<file path="src/rtl/alu_pkg.sv">
// Shared definitions for the ALU sharing arbiter: widths, ALUFun codes and
// the arbiter FSM state encoding.
package alu_pkg;

    localparam int WIDTH = 32;
    localparam int FUN_W = 6;

    localparam logic [FUN_W-1:0] ALU_ADD = 6'b000000;
    localparam logic [FUN_W-1:0] ALU_SUB = 6'b000001;
    localparam logic [FUN_W-1:0] ALU_EQ  = 6'b110011;
    localparam logic [FUN_W-1:0] ALU_NEQ = 6'b110001;
    localparam logic [FUN_W-1:0] ALU_LT  = 6'b110101;

    typedef enum logic [1:0] {
        IDLE  = 2'd0,
        ISSUE = 2'd1,
        RESP  = 2'd2
    } state_e;

endpackage

</file>
<file path="src/rtl/rr_arb2.sv">
// Two-way round-robin grant: a lone request wins outright, a tie goes to the
// requester that was not granted last.
module rr_arb2 (
    input  logic [1:0] req_i,
    input  logic       last_grant_i,
    output logic [1:0] gnt_o
);

    always_comb begin
        gnt_o = req_i;
        if (req_i == 2'b11) begin
            gnt_o = last_grant_i ? 2'b01 : 2'b10;
        end
    end

endmodule

</file>
<file path="src/rtl/alu_share_arbiter.sv">
// Shares one combinational ALU between the execute stage (requester 0) and
// the branch-resolution unit (requester 1), one transaction at a time.
module alu_share_arbiter
    import alu_pkg::*;
#(
    parameter int WIDTH_P = WIDTH,
    parameter int FUN_W_P = FUN_W
) (
    input  logic               clk,
    input  logic               reset,
    input  logic               r0_valid,
    output logic               r0_ready,
    input  logic [WIDTH_P-1:0] r0_a,
    input  logic [WIDTH_P-1:0] r0_b,
    input  logic [FUN_W_P-1:0] r0_fun,
    input  logic               r0_sign,
    output logic               r0_rvalid,
    input  logic               r0_rready,
    input  logic               r1_valid,
    output logic               r1_ready,
    input  logic [WIDTH_P-1:0] r1_a,
    input  logic [WIDTH_P-1:0] r1_b,
    input  logic [FUN_W_P-1:0] r1_fun,
    input  logic               r1_sign,
    output logic               r1_rvalid,
    input  logic               r1_rready,
    output logic [WIDTH_P-1:0] r_data,
    output logic [WIDTH_P-1:0] alu_a,
    output logic [WIDTH_P-1:0] alu_b,
    output logic [FUN_W_P-1:0] alu_fun,
    output logic               alu_sign,
    input  logic [WIDTH_P-1:0] alu_s,
    output logic               busy,
    output state_e             state_dbg
);

    // Handshakes: a request transfers on a clock edge where rN_valid and
    // rN_ready are both high; a response transfers where rN_rvalid and
    // rN_rready are both high. Ready is only offered in IDLE, to one winner.

    state_e             state_q, state_d;
    logic               winner_q, winner_d;
    logic               last_grant_q, last_grant_d;
    logic [WIDTH_P-1:0] a_q, a_d;
    logic [WIDTH_P-1:0] b_q, b_d;
    logic [FUN_W_P-1:0] fun_q, fun_d;
    logic               sign_q, sign_d;
    logic [WIDTH_P-1:0] r_data_q, r_data_d;
    logic [1:0]         gnt;

    rr_arb2 u_arb (
        .req_i        ({r1_valid, r0_valid}),
        .last_grant_i (last_grant_q),
        .gnt_o        (gnt)
    );

    always_ff @(posedge clk) begin
        if (reset) begin
            state_q      <= IDLE;
            winner_q     <= 1'b0;
            last_grant_q <= 1'b1;
            a_q          <= '0;
            b_q          <= '0;
            fun_q        <= '0;
            sign_q       <= 1'b0;
            r_data_q     <= '0;
        end else begin
            state_q      <= state_d;
            winner_q     <= winner_d;
            last_grant_q <= last_grant_d;
            a_q          <= a_d;
            b_q          <= b_d;
            fun_q        <= fun_d;
            sign_q       <= sign_d;
            r_data_q     <= r_data_d;
        end
    end

    always_comb begin
        state_d      = state_q;
        winner_d     = winner_q;
        last_grant_d = last_grant_q;
        a_d          = a_q;
        b_d          = b_q;
        fun_d        = fun_q;
        sign_d       = sign_q;
        r_data_d     = r_data_q;
        r0_ready     = 1'b0;
        r1_ready     = 1'b0;
        case (state_q)
            IDLE: begin
                r0_ready = gnt[0];
                r1_ready = gnt[1];
                if (|gnt) begin
                    winner_d     = gnt[1];
                    last_grant_d = gnt[1];
                    a_d          = gnt[1] ? r1_a    : r0_a;
                    b_d          = gnt[1] ? r1_b    : r0_b;
                    fun_d        = gnt[1] ? r1_fun  : r0_fun;
                    sign_d       = gnt[1] ? r1_sign : r0_sign;
                    state_d      = ISSUE;
                end
            end
            ISSUE: begin
                r_data_d = alu_s;
                state_d  = RESP;
            end
            RESP: begin
                // Only the winner's rready can close the transaction.
                if (winner_q ? r1_rready : r0_rready) begin
                    state_d = IDLE;
                end
            end
            default: state_d = IDLE;
        endcase
    end

    // ALU inputs stay at zero outside ISSUE so the shared ALU does not toggle.
    assign alu_a     = (state_q == ISSUE) ? a_q    : '0;
    assign alu_b     = (state_q == ISSUE) ? b_q    : '0;
    assign alu_fun   = (state_q == ISSUE) ? fun_q  : '0;
    assign alu_sign  = (state_q == ISSUE) ? sign_q : 1'b0;

    assign r0_rvalid = (state_q == RESP) && !winner_q;
    assign r1_rvalid = (state_q == RESP) &&  winner_q;
    assign r_data    = r_data_q;
    assign busy      = (state_q != IDLE);
    assign state_dbg = state_q;

endmodule

</file>
<file path="config.mk">
export PLATFORM = sky130hd
export DESIGN_NAME = alu_share_arbiter
export DESIGN_NICKNAME = d
export VERILOG_FILES = /design/src/rtl/alu_pkg.sv /design/src/rtl/rr_arb2.sv /design/src/rtl/alu_share_arbiter.sv
export SDC_FILE = /design/constraint.sdc
export NUM_CORES = 1
export LEC_CHECK = 0
export BUFFER_PORTS_ARGS = -buffer_cell sky130_fd_sc_hd__buf_2
export CAP_MARGIN = 20
export CORE_MARGIN = 2
export CORE_UTILIZATION = 30
export DETAILED_ROUTE_END_ITERATION = 6
export GPL_TIMING_DRIVEN = 0
export HOLD_SLACK_MARGIN = 0.1
export PLACE_DENSITY_LB_ADDON = 0.12
export SLEW_MARGIN = 20
export SYNTH_ARGS = -nofsm -noshare
export SYNTH_HDL_FRONTEND = slang
export SYNTH_SLANG_ARGS = --single-unit
export TNS_END_PERCENT = 50
</file>
<file path="constraint.sdc">
create_clock -name clk -period 1.97 [get_ports clk]
set_input_delay 0.197 -clock clk [delete_from_list [all_inputs] [get_ports clk]]
set_output_delay 0.197 -clock clk [all_outputs]
set_load 0.01 [all_outputs]
</file>
== Word-level counts from Yosys, hierarchy flattened ==
Cells that the tools add are included.
Storage, ports and cells
  register bits: 107
  output and inout bits: 110
  logic and storage cells: 37
Cells by class
  eq/ne operators: 5
  muxes and demuxes: 16
  reductions and logical operators: 8
Operator list (number)
  2-to-1 mux 32 bit: 4
  2-to-1 mux 6 bit: 2
  2-to-1 mux 2 bit: 4
  one-hot mux 2 bit (3 select lines): 1
  2-to-1 mux 1 bit: 5
  == test 2 bit, second input constant: 2
  != test 2 bit, second input constant: 2
  AND reduction 2 bit: 2
  == test 2 x 1 -> 1 bit, second input constant: 1
  logical AND 1 bit: 2
  logical NOT 2 bit: 1
  nonzero test 2 bit: 1
  OR reduction 2 bit: 1
  logical NOT 1 bit: 1

== Depth between registers and ports, before layout ==
  depth after elaboration: 5
  gate-level depth with buffers: 6
  mapped depth without buffers: 3

== By module ==
A second synthesis with hierarchy kept.
Unflattened totals
  cell total of the unflattened synthesis: 567
  area, all modules: 5385.2 um2
By module, submodules not included
  alu_share_arbiter: times used 1, cells an instance 564, area each 5366.4 um2
  rr_arb2: times used 1, cells an instance 3, area each 18.8 um2

== Worst setup path after synthesis ==
Ideal clock, no wire load.
  kind: register to output
  start: register state_q[0], in the netlist state_dbg[0]
  end: output port alu_a[27]
  arrival time: 1.259 ns
  required time: 1.773 ns
  setup slack: 0.514 ns
  stages on the path, launching flop included: 5
  path through: dfxtp_1 > nor2b_1 > buf_2 > clkbuf_1 > and2_1
On the way
  longest elaborated chain between the ends: 2
Ends and longest elaborated chain
  from (decl): RTL line alu_share_arbiter.sv:41  | state_e state_q, state_d;
  from (signal assigned): RTL line alu_share_arbiter.sv:68  | state_q <= state_d;
  == test 2 x 1 -> 1 bit: RTL line alu_share_arbiter.sv:119  | assign alu_a = (state_q == ISSUE) ? a_q : '0;
  2-to-1 mux 32 bit: RTL line alu_share_arbiter.sv:119
  to (decl): RTL line alu_share_arbiter.sv:28  | output logic [WIDTH_P-1:0] alu_a,
No other way between the ends.

== Worst setup path after layout ==
Ends and elaborated chain as after synthesis.

==> flow_summary.ini <==
[status]
outcome = complete, no violations

[yosys]
synth_nets = 826
ys_ff_latch = 107
synth_edf_count = 0
yosysSeqAreaShare_pct = 39.1
ys_types = 27
synth_top_area_share_pct = 39.1
avgSynthCellArea_um2 = 8.48
synth_commonest_cells = nand2_1 (206), dfxtp_1 (107), a21oi_1 (104)
synthTopCellsByArea = dfxtp_1 (39%), a311oi_2 (19%), nand2_1 (14%)
yosysMostFrequentCell = nand2_1
syn_inst = 646
async_flop_share_pct = 0
synth_flop_cell = dfxtp_1
synth_area_um2 = 5480
ys_warn_count = 0
synth_top_cell_by_area = dfxtp_1

[sta]
hold_viol = 0
rsz0062_at_grt = no
slew_headroom_pct = 49.0
setup-tns-final_ns = 0
tightest_slew_ns = 0.765
fin_ws_ns = 0.112
whs_ns = 0.118
finalCritPeriodShare_pct = 94.3
setup_violations = 0
max_freq_mhz = 538
period_minus_slack_ns = 1.86
skew_ns = 0.00809
finalMaxSlewViolations = 0

[global_route]
grt_max_degree = 19
grt_pass1_wl_um = 30800
gr-total-overflow = 0
grt_pass1_vias = 5850
grt_usage_pct = 19.8
antenna_found_initial = 2

[clock_tree]
clock_sinks = 107
clockBufferDepth = 2
root_buffer = clkbuf_16
cts_tree = built
cts_buffers = 9
insertion_delay_ns = 0.35
clk_pin_slew_ns = 0.07
cts_setup_buffers = 0
htreeDepth = 3

[cells_and_area]
stdcell_count = 1216
drive_above_1_share_pct = 41.5
areaGrowthSynthToFinish_pct = 44.8
nNetsFinal = 1160
fin_area_um2 = 7930

[placed_design]
placedInstanceArea_um2 = 7200
dpl.hpwl_um = 14300
gp_congestion = 0.756
dp_cells = 1163
portBuffers = 288
dpl_worst_slack_ns = -0.129

[critical_path]
worstPathArrival_ns = 1.66
rr_worst_depth = 5
end_kind = output port
rrSetupSlack_ns = 0.29
start_kind = flop
crit_fanout = 10
r2r_end = b_q[14]
setup.worst_path.class = reg -> out
crit_required_ns = 1.77
rr_startpoint = last_grant_q

[min_path]
min-delay-start = r1_a[5]
hold_path.class = in -> reg
min_to = a_q[5]
hold_depth = 3

[routing]
dr.first_iter.drc_count = 162
route.detailed.drc = 0
drtPass1Iterations = 4
final_antenna_net_count = 0
finalWirelength_um = 19700
via_count = 5777
drt-wirelength-per-cell_um = 16.2
viasPerCell = 4.75

[power_and_ir_drop]
peakVddDrop_v = 0.000414
pwr_density_cell_nw_per_um2 = 785
p_leak_nw = 3.63

[die]
dieArea_um2 = 19300
io-pin-count = 290
row_count = 49
design.core.area_um2 = 18000
initial_utilization_pct = 30.5
die_y_um = 139
die_w_um = 139

[run]
maxCapViolCount = 0
[through the flow]
step	total power [mW]	util [%]
floorplan	3.60	-
detailed placement	4.19	40.1
global route	6.57	44.1
global placement	4.18	40.1
CTS	6.31	44.0
finish	6.22	44.1
[kinds of logic (layout without fill, tap and decap cells)]
logic type | after synthesis | count (layout) | share of synthesized area [%]
other cells | 0 | 2 | 0
mux | 1 | 1 | 0.183
buf+inv | 68 | 407 | 7.47
compound gates | 179 | 179 | 29.4
simple gates | 291 | 291 | 23.8
flops | 107 | 107 | 39.1
[critical path: stages, from the launching register on]
cell      delay (ns)
dfxtp_4         0.40
nor2b_4         0.19
buf_6           0.18
clkbuf_4        0.22
and2_1          0.18
buf_2           0.14
[report_power, final]
part	switching [mW]	internal [mW]
sequential	0.113	2.40
clock	0.893	1.13
combinational	0.920	0.763
total	1.93	4.30
[flip-flops by register name, summed over array words and instances (netlist names)]
| register | cells |
|---|---|
| a_q | 32 |
| b_q | 32 |
| r_data | 32 |
| fun_q | 6 |
| state_dbg | 2 |
| last_grant_q | 1 |
| sign_q | 1 |
| winner_q | 1 |
[final cells by class]
cell class	instances	area [µm²]
clock buffer	10	229
inverter	1	3.75
sequential	107	2150
timing repair buffer	323	1790
multi-input combinational	471	2930
antenna	2	5.00
tap	229	287
clock inverter	6	96.3
fill	1887	10000
buffer	67	434
[metal layers]
metal / share of wire, % / track usage [%] / vias to the layer above / wire length, µm
met4: 1.9 / 5.90 / 0 / 382
met2: 47 / 33.2 / 183 / 9320
met3: 5.4 / 4.39 / 23 / 1070
li1: - / - / 2889 / -
met5: 0 / 0 / - / 0
met1: 45 / 25.5 / 2682 / 8920
[worst max path at each step]
stage	endpoint	depth (start not counted)	slack, ns	startpoint
final	alu_a[27]	5	0.11	state_dbg[0]
after global routing	r1_ready	5	0.003	last_grant_q
after CTS	r1_ready	6	-0.02	state_dbg[1]
after floorplan	alu_a[27]	4	0.51	state_dbg[0]
after global placement	alu_fun[2]	5	-0.13	state_dbg[0]
after detailed placement	alu_a[27]	5	-0.13	state_dbg[0]
[timing repair]
action | CTS | global route
pin swaps | 0 | 0
setup endpoints to repair | 73 | 9
gates resized for setup | 16 | 4
hold endpoints to repair | 34 | 0
hold buffers | 35 | 0
[cells in the final DEF, fill, tap and decap left out, types with 3 or more instances in the layout]
| master | Yosys | final |
|---|---|---|
| buf_6 | 1 | 3 |
| a311oi_2 | 69 | 69 |
| clkbuf_2 | 0 | 5 |
| clkbuf_1 | 43 | 37 |
| nor2_1 | 4 | 3 |
| a21oi_1 | 104 | 104 |
| clkbuf_16 | 0 | 9 |
| and2_1 | 71 | 71 |
| nand2_1 | 206 | 206 |
| buf_12 | 7 | 7 |
| buf_2 | 14 | 299 |
| dfxtp_1 | 107 | 105 |
| dlygate4sd3_1 | 0 | 35 |
Note: power is estimated with default switching activity, not from simulation.
